==> config.mk <==
export PLATFORM = sky130hd
export DESIGN_NAME = mem_port_arbiter
export DESIGN_NICKNAME = d
export VERILOG_FILES = /design/src/rtl/mem_port_arbiter_pkg.sv /design/src/rtl/mem_port_arbiter_starve_cnt.sv /design/src/rtl/mem_port_arbiter.sv
export SDC_FILE = /design/constraint.sdc
export NUM_CORES = 1
export LEC_CHECK = 0
export CELL_PAD_IN_SITES_DETAIL_PLACEMENT = 1
export CELL_PAD_IN_SITES_GLOBAL_PLACEMENT = 1
export CORE_AREA = 2 2 149 151
export CTS_CLUSTER_SIZE = 16
export DETAILED_ROUTE_END_ITERATION = 6
export DIE_AREA = 0 0 151 153
export PLACE_DENSITY = 0.8
export REMOVE_ABC_BUFFERS = 1
export SYNTH_ARGS = -nofsm -noshare
export SYNTH_HDL_FRONTEND = slang
export SYNTH_HIERARCHICAL = 1
export SYNTH_SLANG_ARGS = --single-unit
==> constraint.sdc <==
create_clock -name clk -period 3 [get_ports clk]
set_clock_uncertainty 0.2 [all_clocks]
set_input_delay 0.6 -clock clk [delete_from_list [all_inputs] [get_ports clk]]
set_output_delay 0.6 -clock clk [all_outputs]
set_load 0.01 [all_outputs]
==> src/rtl/mem_port_arbiter_pkg.sv <==
// Shared types for the fetch/memory bus arbiter: FSM states, bus owner
// encoding, timeout counter width and a sizing helper for the burst counter.
package mem_port_arbiter_pkg;

    typedef enum logic [1:0] {
        ST_IDLE = 2'd0,
        ST_REQ  = 2'd1,
        ST_WAIT = 2'd2,
        ST_DROP = 2'd3
    } state_e;

    typedef enum logic [1:0] {
        OWN_NONE = 2'd0,
        OWN_IF   = 2'd1,
        OWN_MEM  = 2'd2
    } owner_e;

    localparam int unsigned TO_W = 8;

    // Bits needed to hold the values 0..n.
    function automatic int unsigned burst_cnt_w(input int unsigned n);
        return (n < 1) ? 1 : $clog2(n + 1);
    endfunction

endpackage

==> src/rtl/mem_port_arbiter_starve_cnt.sv <==
// Fairness helper: data normally wins the bus, but after DATA_BURST data
// grants in a row while a fetch was waiting, the fetch wins once.
module mem_port_arbiter_starve_cnt
    import mem_port_arbiter_pkg::*;
#(
    parameter int unsigned DATA_BURST = 4
) (
    input  logic clk,
    input  logic rst_n,
    input  logic arb_en,
    input  logic if_req_i,
    input  logic mem_req_i,
    output logic grant_if_o,
    output logic grant_mem_o
);

    localparam int unsigned    CNT_W   = burst_cnt_w(DATA_BURST);
    localparam logic [CNT_W-1:0] CNT_MAX = CNT_W'(DATA_BURST);

    logic [CNT_W-1:0] cnt_q;
    logic [CNT_W-1:0] cnt_d;
    logic             fetch_turn;

    // Grant decision and next burst count.
    always_comb begin
        // NOTE: every signal written here gets a default first, so no path
        // leaves it unassigned and no latch is inferred.
        cnt_d       = cnt_q;
        fetch_turn  = if_req_i && (cnt_q == CNT_MAX);
        grant_mem_o = mem_req_i && !fetch_turn;
        grant_if_o  = if_req_i && !grant_mem_o;

        if (!if_req_i) begin
            cnt_d = '0;
        end else if (arb_en && grant_if_o) begin
            cnt_d = '0;
        end else if (arb_en && grant_mem_o) begin
            cnt_d = cnt_q + CNT_W'(1);
        end
    end

    // Burst counter register.
    always_ff @(posedge clk or negedge rst_n) begin
        // NOTE: state registers use non-blocking assignments so every flop
        // samples pre-edge values regardless of statement order.
        if (!rst_n) begin
            cnt_q <= '0;
        end else begin
            cnt_q <= cnt_d;
        end
    end

endmodule

==> src/rtl/mem_port_arbiter.sv <==
// Single-outstanding arbiter sharing one memory bus between instruction
// fetch and the data stage. Commands are registered one cycle after
// selection; ready pulses come combinationally off bus_rvalid_i.
module mem_port_arbiter
    import mem_port_arbiter_pkg::*;
#(
    parameter int unsigned ADDR_W     = 32,
    parameter int unsigned DATA_W     = 32,
    parameter int unsigned DATA_BURST = 4,
    parameter int unsigned TIMEOUT    = 255
) (
    input  logic                clk,
    input  logic                rst_n,
    input  logic                if_req_i,
    input  logic [ADDR_W-1:0]   if_addr_i,
    output logic [DATA_W-1:0]   if_rdata_o,
    output logic                if_ready_o,
    input  logic                if_flush_i,
    input  logic                mem_req_i,
    input  logic                mem_we_i,
    input  logic [DATA_W/8-1:0] mem_wstrb_i,
    input  logic [ADDR_W-1:0]   mem_addr_i,
    input  logic [DATA_W-1:0]   mem_wdata_i,
    output logic [DATA_W-1:0]   mem_rdata_o,
    output logic                mem_ready_o,
    output logic                bus_req_o,
    output logic                bus_we_o,
    output logic [DATA_W/8-1:0] bus_wstrb_o,
    output logic [ADDR_W-1:0]   bus_addr_o,
    output logic [DATA_W-1:0]   bus_wdata_o,
    input  logic                bus_gnt_i,
    input  logic                bus_rvalid_i,
    input  logic [DATA_W-1:0]   bus_rdata_i,
    output logic                F_stall_req_o,
    output logic                M_stall_req_o,
    output logic                err_o
);

    localparam logic [TO_W-1:0] TO_LAST = TO_W'(TIMEOUT - 1);

    state_e              state_q,     state_d;
    owner_e              owner_q,     owner_d;
    logic                bus_req_q,   bus_req_d;
    logic                bus_we_q,    bus_we_d;
    logic [DATA_W/8-1:0] bus_wstrb_q, bus_wstrb_d;
    logic [ADDR_W-1:0]   bus_addr_q,  bus_addr_d;
    logic [DATA_W-1:0]   bus_wdata_q, bus_wdata_d;
    logic [TO_W-1:0]     to_cnt_q,    to_cnt_d;
    logic                err_q,       err_d;
    logic [DATA_W-1:0]   if_rdata_q,  if_rdata_d;
    logic [DATA_W-1:0]   mem_rdata_q, mem_rdata_d;

    logic arb_en;
    logic grant_if;
    logic grant_mem;
    logic fetch_kill;
    logic if_ready;
    logic mem_ready;

    mem_port_arbiter_starve_cnt #(
        .DATA_BURST (DATA_BURST)
    ) u_starve_cnt (
        .clk         (clk),
        .rst_n       (rst_n),
        .arb_en      (arb_en),
        .if_req_i    (if_req_i),
        .mem_req_i   (mem_req_i),
        .grant_if_o  (grant_if),
        .grant_mem_o (grant_mem)
    );

    // Next-state, command capture, timeout and ready generation.
    always_comb begin
        state_d     = state_q;
        owner_d     = owner_q;
        bus_req_d   = bus_req_q;
        bus_we_d    = bus_we_q;
        bus_wstrb_d = bus_wstrb_q;
        bus_addr_d  = bus_addr_q;
        bus_wdata_d = bus_wdata_q;
        to_cnt_d    = to_cnt_q;
        err_d       = err_q;
        arb_en      = 1'b0;
        if_ready    = 1'b0;
        mem_ready   = 1'b0;
        fetch_kill  = (owner_q == OWN_IF) && if_flush_i;

        case (state_q)
            ST_IDLE: begin
                arb_en = 1'b1;
                if (grant_mem) begin
                    state_d     = ST_REQ;
                    owner_d     = OWN_MEM;
                    bus_req_d   = 1'b1;
                    bus_we_d    = mem_we_i;
                    bus_wstrb_d = mem_wstrb_i;
                    bus_addr_d  = mem_addr_i;
                    bus_wdata_d = mem_wdata_i;
                end else if (grant_if) begin
                    state_d     = ST_REQ;
                    owner_d     = OWN_IF;
                    bus_req_d   = 1'b1;
                    bus_we_d    = 1'b0;
                    bus_wstrb_d = '0;
                    bus_addr_d  = if_addr_i;
                    bus_wdata_d = '0;
                end
            end

            ST_REQ: begin
                if (bus_gnt_i) begin
                    // An accepted command must be drained even if its fetch was killed.
                    bus_req_d = 1'b0;
                    to_cnt_d  = '0;
                    if (fetch_kill) begin
                        state_d = ST_DROP;
                        owner_d = OWN_NONE;
                    end else begin
                        state_d = ST_WAIT;
                    end
                end else if (fetch_kill) begin
                    bus_req_d = 1'b0;
                    state_d   = ST_IDLE;
                    owner_d   = OWN_NONE;
                end
            end

            ST_WAIT: begin
                if (bus_rvalid_i) begin
                    mem_ready = (owner_q == OWN_MEM);
                    if_ready  = (owner_q == OWN_IF) && !if_flush_i;
                    state_d   = ST_IDLE;
                    owner_d   = OWN_NONE;
                    to_cnt_d  = '0;
                end else if (to_cnt_q == TO_LAST) begin
                    // Give up without a ready pulse; the stage keeps stalling.
                    err_d    = 1'b1;
                    state_d  = ST_IDLE;
                    owner_d  = OWN_NONE;
                    to_cnt_d = '0;
                end else begin
                    to_cnt_d = to_cnt_q + TO_W'(1);
                    if (fetch_kill) begin
                        state_d = ST_DROP;
                        owner_d = OWN_NONE;
                    end
                end
            end

            ST_DROP: begin
                if (bus_rvalid_i) begin
                    state_d  = ST_IDLE;
                    to_cnt_d = '0;
                end else if (to_cnt_q == TO_LAST) begin
                    err_d    = 1'b1;
                    state_d  = ST_IDLE;
                    to_cnt_d = '0;
                end else begin
                    to_cnt_d = to_cnt_q + TO_W'(1);
                end
            end

            default: begin
                state_d = ST_IDLE;
                owner_d = OWN_NONE;
            end
        endcase

        if_rdata_d  = if_ready  ? bus_rdata_i : if_rdata_q;
        mem_rdata_d = mem_ready ? bus_rdata_i : mem_rdata_q;
    end

    // State and registered bus command.
    always_ff @(posedge clk or negedge rst_n) begin
        if (!rst_n) begin
            state_q     <= ST_IDLE;
            owner_q     <= OWN_NONE;
            bus_req_q   <= 1'b0;
            bus_we_q    <= 1'b0;
            bus_wstrb_q <= '0;
            bus_addr_q  <= '0;
            bus_wdata_q <= '0;
            to_cnt_q    <= '0;
            err_q       <= 1'b0;
            if_rdata_q  <= '0;
            mem_rdata_q <= '0;
        end else begin
            state_q     <= state_d;
            owner_q     <= owner_d;
            bus_req_q   <= bus_req_d;
            bus_we_q    <= bus_we_d;
            bus_wstrb_q <= bus_wstrb_d;
            bus_addr_q  <= bus_addr_d;
            bus_wdata_q <= bus_wdata_d;
            to_cnt_q    <= to_cnt_d;
            err_q       <= err_d;
            if_rdata_q  <= if_rdata_d;
            mem_rdata_q <= mem_rdata_d;
        end
    end

    assign bus_req_o     = bus_req_q;
    assign bus_we_o      = bus_we_q;
    assign bus_wstrb_o   = bus_wstrb_q;
    assign bus_addr_o    = bus_addr_q;
    assign bus_wdata_o   = bus_wdata_q;
    assign err_o         = err_q;
    assign if_ready_o    = if_ready;
    assign mem_ready_o   = mem_ready;
    assign if_rdata_o    = if_rdata_d;
    assign mem_rdata_o   = mem_rdata_d;
    assign F_stall_req_o = if_req_i & ~if_ready;
    assign M_stall_req_o = mem_req_i & ~mem_ready;

endmodule

**Yosys cells after proc, flatten, opt, wreduce, memory -nomap -nowiden**

Index checks and enable logic that the tools add are counted.

- Bits in registers: 150
- Input bits: 140
- Output and inout bits: 139
- Word-level logic and storage cells: 97

- $add $sub $neg: 2
- Eq/ne operators: 13
- Mux-type cells: 43
- Bitwise logic cells: 5
- Reduce and logical (&&, ||, !) cells: 22

Operators with widths:

| cell | number |
|---|---|
| 32-bit two-way mux | 6 |
| 2-bit two-way mux | 13 |
| 8-bit two-way mux | 3 |
| 8-bit case mux with 2 select lines | 1 |
| 1-bit two-way mux | 12 |
| 3-bit two-way mux | 3 |
| 3-bit != test (second input constant) | 3 |
| 8-bit by 1-bit adder with 8-bit output (second input constant) | 1 |
| 8-bit == test (second input constant) | 1 |
| 4-bit two-way mux | 2 |
| 2-bit case mux with 4 select lines | 1 |
| 1-bit logical AND | 7 |
| 2-bit == test (second input constant) | 3 |
| 2-bit case mux with 3 select lines | 1 |
| 2-bit AND reduction | 3 |
| 3-bit AND reduction | 2 |
| 2-bit nonzero test | 3 |
| 2-bit by 1-bit == test with 1-bit output (second input constant) | 2 |
| 4-bit != test (second input constant) | 1 |
| 4-bit AND reduction | 1 |
| 3-bit by 1-bit adder with 3-bit output (second input constant) | 1 |
| 3-bit == test (second input constant) | 1 |
| 1-bit zero test | 3 |
| 3-bit by 1-bit != test with 1-bit output (second input constant) | 1 |
| 7 further kinds | 10 |

**Longest topological paths before layout**

- Depth in word-level cells: 9
- Gate-level depth with buffers: 9
- Depth with buffers taken out: 8

**Hierarchy**

The synthesis kept the hierarchy.

By module, submodules not included:

| module | times used | cells an instance | area each (µm²) | sequential area each (µm²) |
|---|---|---|---|---|
| mem_port_arbiter | 1 | 519 | 6107.1 | 3678.5 |
| mem_port_arbiter_starve_cnt | 1 | 22 | 205.2 | 75.1 |

**Worst setup path after synthesis**

Ideal clock, no wire load.

- Path type: reg-to-output
- Start: reg state_q[0]
- End: out if_rdata_o[23]
- Data arrival time: 1.589 ns
- Data required time: 2.200 ns
- Path slack: 0.611 ns
- Stages on the path, launching flop included: 7
- Buffers on the path: 1
- Cell sequence: dfrtp_1 -> inv_1 -> ha_1 -> nand4b_1 -> nor2_4 -> buf_6 -> mux2_2

- Longest elaborated chain between the ends: 3

RTL lines:

| item | line | text |
|---|---|---|
| start, declared | mem_port_arbiter.sv:41 | `state_e state_q, state_d;` |
| start signal, assigned | mem_port_arbiter.sv:188 | `state_q <= state_d;` |
| 2-bit == test | mem_port_arbiter.sv:88 | `case (state_q)` |
| 1-bit two-way mux | mem_port_arbiter.sv:88 |  |
| net if_ready_o | mem_port_arbiter.sv:17 | `output logic if_ready_o,` |
| 32-bit two-way mux | mem_port_arbiter.sv:169 | `if_rdata_d = if_ready ? bus_rdata_i : if_rdata_q;` |
| end, declared | mem_port_arbiter.sv:16 | `output logic [DATA_W-1:0] if_rdata_o,` |

The timed path passes the listed nets, and every way through them passes these cells.

**Final worst setup path**

- Start: reg state_q[0]
- End: out if_rdata_o[28]

- Longest elaborated chain between the ends: 3

RTL lines:

| item | line |
|---|---|
| 2-bit == test | mem_port_arbiter.sv:88 |
| 1-bit two-way mux | mem_port_arbiter.sv:88 |
| 32-bit two-way mux | mem_port_arbiter.sv:169 |

No other way between the ends.

==> out/qor.yml <==
setup_path:
  crit_cells: 9
  crit_slowest_cell: "dfrtp_1"
  crit_type: "reg -> out"
  r2r_slack_ps: 710
  cp_slowest_stage_delay_ps: 380
  r2r_end: "state_q[1]$_DFFE_PN0P_"
  worstPathRequired_ps: 2200
  r2r-start: "u_starve_cnt/cnt_q[0]$_DFFE_PN0P_"
  worstSetupStartpoint: "state_q[0]$_DFFE_PN0P_"
  crit_chain: "inv_2 -> ha_4 -> nand4b_1 -> nor2_4 -> buf_6 -> clkbuf_16 -> buf_6 -> mux2_4 -> buf_6"
  critPathBufInv: 5
  crit_path_end_kind: "output pin"
  r2r_cells: 8
  cp_top_family: "buffers and inverters"
  cp-start-kind: "flip-flop"
  crit_path_max_fanout: 8
  crit_end: "if_rdata_o[28]"
  worstPathArrival_ps: 2160
  crit_path_frequent_cell: "buf_6"
yosys:
  synth_top_cells_by_area: "dfrtp_1, nand2_1, mux2_2"
  synth.ff_latch_count: 150
  synthCells: 541
  synth_edf_count: 0
  ys_seq_area_frac: 0.595
  ys_types: 55
  yosys.area.top_type: "dfrtp_1"
  synth_top_area_frac: 0.595
  ys_warn_count: 6
  synthesis.area_per_instance_um2: 11.7
  synthesis.area_mm2: 0.00631
  synth_ff_type: "dfrtp_1"
  async_flop_share: 1.00
sta:
  period_minus_slack_ps: 2960
  fmaxAchievable_ghz: 0.337
  maxSlewHeadroom: 0.521
  min_period_over_period: 0.988
  rsz0062_at_grt: "yes"
  max_slew.worst_pin.slew_ps: 718
  setup_slack_ps: 36.5
  slew_viol_final: 0
  setup-violations-final: 0
  hold_violations: 0
layout:
  design_area_mm2: 0.0106
  post-route-util: 0.493
  drive_above_1_share: 0.199
  antenna_cells: 0
  final_common_cell: "clkdlybuf4s50_1"
  fin_nets: 1011
  layout_common_cells: "clkdlybuf4s50_1, dfrtp_1, nand2_1"
  area_delta_synth_final_pct: 67.9
cts:
  ctsHtreeMaxLevel: 4
  cts_root_buffer: "clkbuf_16"
  clock-sinks: 150
  clock_latency_ps: 420
  numCtsBuffers: 17
  ctsHoldBuffers: 0
  cts_tree: "done"
  clk_pin_slew_ps: 60
  clk_path_buf_depth: 2
status:
  status: "completed"
floorplan:
  dieHeight_um: 153
  num_io_pins: 279
  dieArea_mm2: 0.0231
  die-width_um: 151
  core-area_mm2: 0.0215
  row_count: 54
  initial_core_util: 0.294
power:
  power.switching_mw: 3.06
  peakVddDrop_mv: 0.399
  leakage_nw: 5.11
  p_total_mw: 9.38
  swShare: 0.326
  internal_power_mw: 6.32
  clockPowerShare: 0.263
  power_frac_seq: 0.335
  power_density_mw_per_mm2: 885
  pwr-share-comb: 0.402
drt:
  wl_per_cell_um: 18.4
  drt_iter0_drc: 108
  firstDrtPassIters: 4
  routed_wl_mm: 21.3
  drc: 0
  postRouteAntennaNets: 0
  routed_via_density: 4.62
  num_vias: 5334
grt:
  grt_pass1_wl_mm: 31.8
  grt_pass1_vias: 5779
  antenna_found_initial: 0
  grt_usage: 0.178
  grt_max_degree: 82
  grt_overflow: 0
placement:
  port_buffers: 278
  post_dp_cell_area_mm2: 0.00969
  hpwl_mm: 14.6
  place.gp.congestion: 0.739
  dp_slack_ps: -391
worst_hold_path:
  hp-class: "in -> async"
flow_run:
  cap_violations: 0
logic make-up after synthesis:
family | after synthesis | share of synthesized area
AND/OR/NAND/NOR | 177 | 0.127
multiplexers | 65 | 0.109
buffers and inverters | 37 | 0.0297
adder cells (fa/ha/maj) | 9 | 0.0178
flip-flops | 150 | 0.595
XOR/XNOR | 4 | 0.00555
AO/OA/AOI/OAI | 99 | 0.116
metal layers:
metal | global-route usage | vias to the layer above | wire length [um]
li1 | - | 2516 | -
met4 | 0.0587 | 0 | 320
met3 | 0.0645 | 22 | 1790
met2 | 0.305 | 204 | 10600
met5 | 0 | - | 0
met1 | 0.204 | 2592 | 8580
area by class of cell:
cell class	instances	area (um^2)
clock buffer	17	425
sequential	150	3750
multi-input combinational	354	2490
timing repair buffer	330	3300
tap	280	350
inverter	9	33.8
fill	2302	10900
clock inverter	15	253
Yosys cell counts, types with 2 or more instances:
library cell / instances
a21o_1: 2
ha_1: 9
and2_1: 2
o21ai_0: 35
mux2_1: 2
a21oi_1: 3
buf_2: 15
nor3_1: 2
mux2i_1: 33
nand2_1: 137
nor3b_1: 2
buf_6: 3
nand4b_1: 3
a21boi_2: 2
nand2b_1: 2
a21boi_1: 2
dfrtp_1: 150
clkbuf_1: 8
o21bai_1: 2
buf_4: 2
nor2b_1: 2
o21ai_1: 2
xnor2_1: 4
inv_1: 9
a22o_1: 37
mux2_2: 30
nand3_1: 4
nor2_1: 9
a21oi_2: 2
flip-flops by register name, summed over array words and instances (netlist names):
signal / count
if_rdata_q: 32
to_cnt_q: 8
u_starve_cnt/cnt_q: 3
bus_addr_o: 32
err_o: 1
bus_req_o: 1
bus_wstrb_o: 4
bus_wdata_o: 32
state_q: 2
owner_q: 2
bus_we_o: 1
mem_rdata_q: 32
worst min path at each step:
stage	to	slack, ps	cells past startpoint
after detailed placement	mem_rdata_q[15]$_DFF_PN0_	260	2
after global routing	to_cnt_q[1]$_DFFE_PN0P_	40	1
final	to_cnt_q[1]$_DFFE_PN0P_	5	1
after floorplan	bus_addr_o[0]$_DFFE_PN0P_	100	0
after global placement	mem_rdata_q[21]$_DFF_PN0_	250	2
after CTS	if_rdata_q[3]$_DFF_PN0_	10	1
stage by stage:
stage / instances / TNS (ps) / hold slack [ps]
after global routing: 1155 / -462 / 39.7
after detailed placement: 1107 / -20970 / 258
after CTS: 1142 / -2170 / 10.1
after floorplan: 513 / -301960 / 104
final: 1155 / 0 / 5.02
after global placement: 1107 / -19960 / 254
worst reg2reg max path, stage by stage, from the launching register on:
cell	delay, ps
dfrtp_1	380
inv_1	70
ha_1	260
a21boi_2	200
and2b_1	270
or3b_1	390
a21bo_4	210
a211oi_2	60
o2bb2ai_1	140
power groups by stage:
stage	Combinational, mW	Sequential (mW)	Clock (mW)
finish	3.77	3.15	2.47
global route	4.12	3.23	2.64
CTS	3.77	3.15	2.55
detailed placement	3.93	3.17	0
global placement	3.84	3.12	0
floorplan	1.33	3.31	0
repair_timing:
item / CTS / global route
pin swaps: 2 / 1
cloned: 1 / 5
buffers inserted: 2 / 8
setup endpoints to repair: 68 / 34
hold endpoints to repair: 0 / 0
gates resized for setup: 145 / 70
Note: power is estimated with default switching activity, not from simulation.
==> variant 1 (same flow settings) <==
Encoding of `state_e`: now one-hot (4 bits for 4 states).
--- a/src/rtl/mem_port_arbiter_pkg.sv
+++ b/src/rtl/mem_port_arbiter_pkg.sv
@@ -3,9 +3,9 @@
 package mem_port_arbiter_pkg;
 
-    typedef enum logic [1:0] {
-        ST_IDLE = 2'd0,
-        ST_REQ  = 2'd1,
-        ST_WAIT = 2'd2,
-        ST_DROP = 2'd3
+    typedef enum logic [3:0] {
+        ST_IDLE = 4'b0001,
+        ST_REQ  = 4'b0010,
+        ST_WAIT = 4'b0100,
+        ST_DROP = 4'b1000
     } state_e;
 
Formal check against the unedited RTL: no difference found for any inputs over 4 cycles, from zero or initial values and one cycle with rst_n low; so few cycles prove little.
==> variant 1 against the original RTL <==
The flow now finishes with violations (hold timing, setup timing); sequential cell count grew 2; power shrank 11%; sequential share of layout area increased by 0.35 points; sequential power down 3%; maximum frequency is 12% lower; synthesized cell count decreased by 8.1%; setup slack got worse by 410 ps; synthesized area rose by 2.4%; critical endpoint is now if_rdata_o[15]; routed wire length down 0.81%; final area increased by 0.37%.
==> variant 1: results <==
[route]
wl_met1_mm = 8.01
dr_wl_met3_mm = 1.81
drt-initial-drc-count = 92
vias = 5214
wl_mm = 21.1

[grt]
grt_use_total_pct = 18.3
grt_pass1_wl_mm = 32.5
grt_pass1_vias = 5820

[place]
placed_cells = 1045
hpwl_mm = 14.3
io_buffer_count = 278
place_congestion = 0.739

[sta]
timing.final.ws_setup_ps = -374
setup_viol = 67
holdWs_ps = -8.27
hold_violations = 8
max-slew-margin-rel_pct = 56.0

[power]
p_leak_nw = 5.15
vdd_ir_drop_max_mv = 0.399
intPower_mw = 5.63

[worst_setup_path]
crit_arrival_ps = 2570
worst-r2r-setup-slack_ps = 520

[synth]
ys_top_cells_by_area = dfrtp_1 58%, mux2_4 6.5%, mux2_2 6.3%
synth.cells.most_frequent = 151 x dfrtp_1, 48 x nand2_1, 37 x a22o_1, 36 x mux2_2, 35 x o21ai_0
ys_types = 56
syn_inst = 497

[final_layout]
drive_above_1_share_pct = 22.7
fin_nets = 952

[status]
violations = hold timing, setup timing
outcome = finished with violations
variant 1: cell count changes in the layout (fill, tap and decap cells not counted), sizes merged, moves of 7 or more:
| cell | change |
|---|---|
| clkbuf | -9 |
| clkdlybuf4s50 | +7 |
| dlygate4sd2 | -13 |
| mux2 | +32 |
| nand2 | -89 |
variant 1: layer usage:
layer | vias to the layer above | global-route usage (%)
met5 | - | 0
met4 | 0 | 6.19
met3 | 26 | 7.58
met2 | 207 | 31.8
met1 | 2580 | 20.0
li1 | 2401 | -
variant 1: worst max-delay path: stages, from the launching register on:
cell and delay (ps):
dfrtp_1 410, nor2_4 140, nand4b_1 140, or4b_4 590, buf_16 180, buf_12 130, buf_8 120, mux2_4 310
buf_6 130
variant 1: cell families (layout without fill, tap and decap cells):
kind of cell | after synthesis | in the layout | synth area share (%)
compound gates | 99 | 99 | 11.0
xor+xnor | 2 | 2 | 0.271
fa+ha+maj | 4 | 4 | 0.775
buf+inv | 42 | 366 | 3.12
flops | 152 | 152 | 58.9
mux | 98 | 98 | 18.0
simple gates | 100 | 100 | 7.90
variant 1: metrics by stage:
| stage | instance area [um^2] | setup TNS, ps |
|---|---|---|
| after floorplan | 6300 | -223600 |
| after global placement | 9730 | -36260 |
| after detailed placement | 9730 | -40530 |
| after CTS | 10600 | -21950 |
| after global routing | 10600 | -20370 |
| final | 10600 | -14160 |
variant 1: power groups by stage:
stage | registers [mW] | logic (mW) | clock network, mW
finish | 3.05 | 3.16 | 2.15
global route | 3.13 | 3.42 | 2.31
CTS | 3.05 | 3.20 | 2.21
detailed placement | 3.07 | 3.21 | 0
global placement | 3.03 | 3.13 | 0
floorplan | 3.23 | 1.09 | 0
variant 1: timing repair:
action	4_1_cts	5_1_grt
buffers inserted	18	6
hold endpoints to repair	0	0
cloned	3	0
gates resized for setup	191	24
pin swaps	3	3
setup endpoints to repair	68	68
variant 1: final cells by class:
type	instances	area [um^2]
fillers	2251	10800
flip-flops and latches	152	3800
repair buffers	323	3360
multi-input cells	303	2490
clock buffers	17	425
well taps	280	350
clock inverters	15	155
inverters	11	43.8
variant 1: path summary, 6_finish.rpt:
kind / startpoint / end / depth (start not counted)
worst max-delay path: state_q[1] / if_rdata_o[15] / 8
max in group asynchronous: rst_n / state_q[0] / 2
worst max register to register: u_starve_cnt/cnt_q[0] / state_q[0] / 8
worst min-delay path: rst_n / if_rdata_q[0] / 1
worst min register to register: bus_addr_o[25] / bus_addr_o[25] / 2
min in group clk: bus_addr_o[25] / bus_addr_o[25] / 2
==> variant 2 (same settings) <==
Without the edit above. `DATA_BURST` is set to 4 in 2 places; all go to 6.
--- a/src/rtl/mem_port_arbiter_starve_cnt.sv
+++ b/src/rtl/mem_port_arbiter_starve_cnt.sv
@@ -4,5 +4,5 @@
     import mem_port_arbiter_pkg::*;
 #(
-    parameter int unsigned DATA_BURST = 4
+    parameter int unsigned DATA_BURST = 6
 ) (
     input  logic clk,
--- a/src/rtl/mem_port_arbiter.sv
+++ b/src/rtl/mem_port_arbiter.sv
@@ -7,5 +7,5 @@
     parameter int unsigned ADDR_W     = 32,
     parameter int unsigned DATA_W     = 32,
-    parameter int unsigned DATA_BURST = 4,
+    parameter int unsigned DATA_BURST = 6,
     parameter int unsigned TIMEOUT    = 255
 ) (
Formal check against the unedited RTL: no difference found for any inputs over 4 cycles, from zero or initial values and one cycle with rst_n low; that may be too few to reach the edited logic, so the function may still have changed.
==> variant 2 against the original RTL <==
The run now ends with hold timing left; setup slack better by 3.3 ps; final area is 1.7% lower; cell count is 0.17% lower; power is 1.3% lower; sequential cell count stayed put; synthesized area hardly changed; routed wire length is 0.70% higher; via count is 0.28% higher; sequential power hardly changed; highest routed layer unchanged.
==> variant 2: results <==
[status]
outcome = finished with violations
violations = hold timing

[place]
placed_cells = 1108
placedInstanceArea_um2 = 9730
hpwl_mm = 15.2
io_buffer_count = 278
place_congestion = 0.744

[hold_path]
hold_path.class = primary input to async pin

[route]
drt-initial-drc-count = 146
routed_via_density = 4.64
wl_mm = 21.5
wl_per_cell_um = 18.6
dr.pass1.iters = 4

[synth]
syn_inst = 540
ys_types = 56
synth.cells.most_frequent = 150 x dfrtp_1, 137 x nand2_1, 37 x a22o_1, 36 x o21ai_0, 33 x mux2i_1
synthArstFlopShare_pct = 100
yosysSeqAreaShare_pct = 59.5
ys_warn_count = 6
ys_top_cells_by_area = dfrtp_1 59%, nand2_1 8.1%, mux2_2 5.4%

[worst_setup_path]
cp_max_fo = 8
crit_arrival_ps = 2160

[grt]
antenna_found_initial = 0
grt_pass1_wl_mm = 33.1
grt_pass1_vias = 5954
grt_max_degree = 74
grt_use_total_pct = 18.5

[final_layout]
n_antenna_cell = 0
drive_above_1_share_pct = 19.5
fillers = 2326
fin_nets = 1009

[cts]
cts_made_buffers = 17
clockBufferDepth = 2
clk_pin_slew_ps = 60
clock_latency_ps = 420
cts_max_level = 4
cts_root_buf = clkbuf_16

[power]
intPower_mw = 6.17
vdd_ir_drop_max_mv = 0.404
p_leak_nw = 5.04

[sta]
max-slew-margin-rel_pct = 49.1
holdWs_ps = -1.64
hold_violations = 1
## variant 2: cell types whose count changed after synthesis
cell,before,now
nand3_1,4,3
o21ai_1,2,1
inv_1,9,8
o21ai_0,35,36
nand3b_1,0,1
## variant 2: layout make-up
cell class              count  area [um^2]  area share, %
repair buffers            329         3230           31.0
multi-input cells         354         2420           23.2
flip-flops and latches    150         3750           36.0
clock inverters            14          204           1.96
clock buffers              18          429           4.12
well taps                 280          350           3.36
inverters                   8         30.0          0.288
## variant 2: critical path: stages (launching register included)
cell	delay [ps]
dfrtp_1	390
inv_2	80
ha_4	140
nand4b_1	140
nor2_4	160
buf_6	160
clkbuf_16	170
mux2_2	350
buf_2	150
## variant 2: timing repair
item | CTS | global route
endpoints found under the setup margin | 68 | 20
hold buffers | 0 | 0
cloned | 3 | 3
pin swaps | 2 | 1
resized for setup | 150 | 22
buffers inserted | 3 | 5
## variant 2: path summary, 6_finish.rpt
path	slack, ps	to	cells past startpoint	from
worst max-delay path	40	if_rdata_o[5]	8	state_q[0]
worst min-delay path	-2	err_o	1	rst_n
worst max register to register	650	state_q[0]	8	u_starve_cnt/cnt_q[0]
worst min register to register	270	mem_rdata_q[28]	2	mem_rdata_q[28]
max in group asynchronous	1850	bus_wdata_o[0]	2	rst_n
min in group clk	270	mem_rdata_q[28]	2	mem_rdata_q[28]
## variant 2: power by group through the flow
stage / Combinational, mW / Clock [mW] / Sequential, mW
floorplan: 1.33 / 0 / 3.31
global placement: 3.91 / 0 / 3.12
detailed placement: 4.02 / 0 / 3.17
CTS: 3.86 / 2.40 / 3.15
global route: 4.13 / 2.49 / 3.23
finish: 3.78 / 2.34 / 3.14
## variant 2: cell families (layout without fill, tap and decap cells)
kind of cell               count (synthesis)  after routing  synth area share, %
buffers and inverters                     36            369                 2.91
xor gates and xnor gates                   4              4                0.555
muxes                                     65             65                 10.9
DFF                                      150            150                 59.5
AOI/OAI and AO/OA                         99             99                 11.6
and+or+nand+nor                          177            177                 12.7
adders and majority gates                  9              9                 1.78
## variant 2: routing by layer
layer	vias up	global-route usage [%]	share of wire [%]
met3	27	7.34	9.3
met4	0	5.61	2.0
met2	214	32.6	50
met1	2598	20.5	39
li1	2510	-	-
met5	-	0	0
## variant 2: stage by stage
stage | power (mW) | TNS (ps) | setup WS [ps]
after floorplan | 4.64 | -301960 | -4090
after global placement | 7.03 | -17000 | -372
after detailed placement | 7.20 | -20610 | -411
after CTS | 9.41 | -1240 | -124
after global routing | 9.85 | -741 | -35.9
final | 9.26 | 0 | 39.7
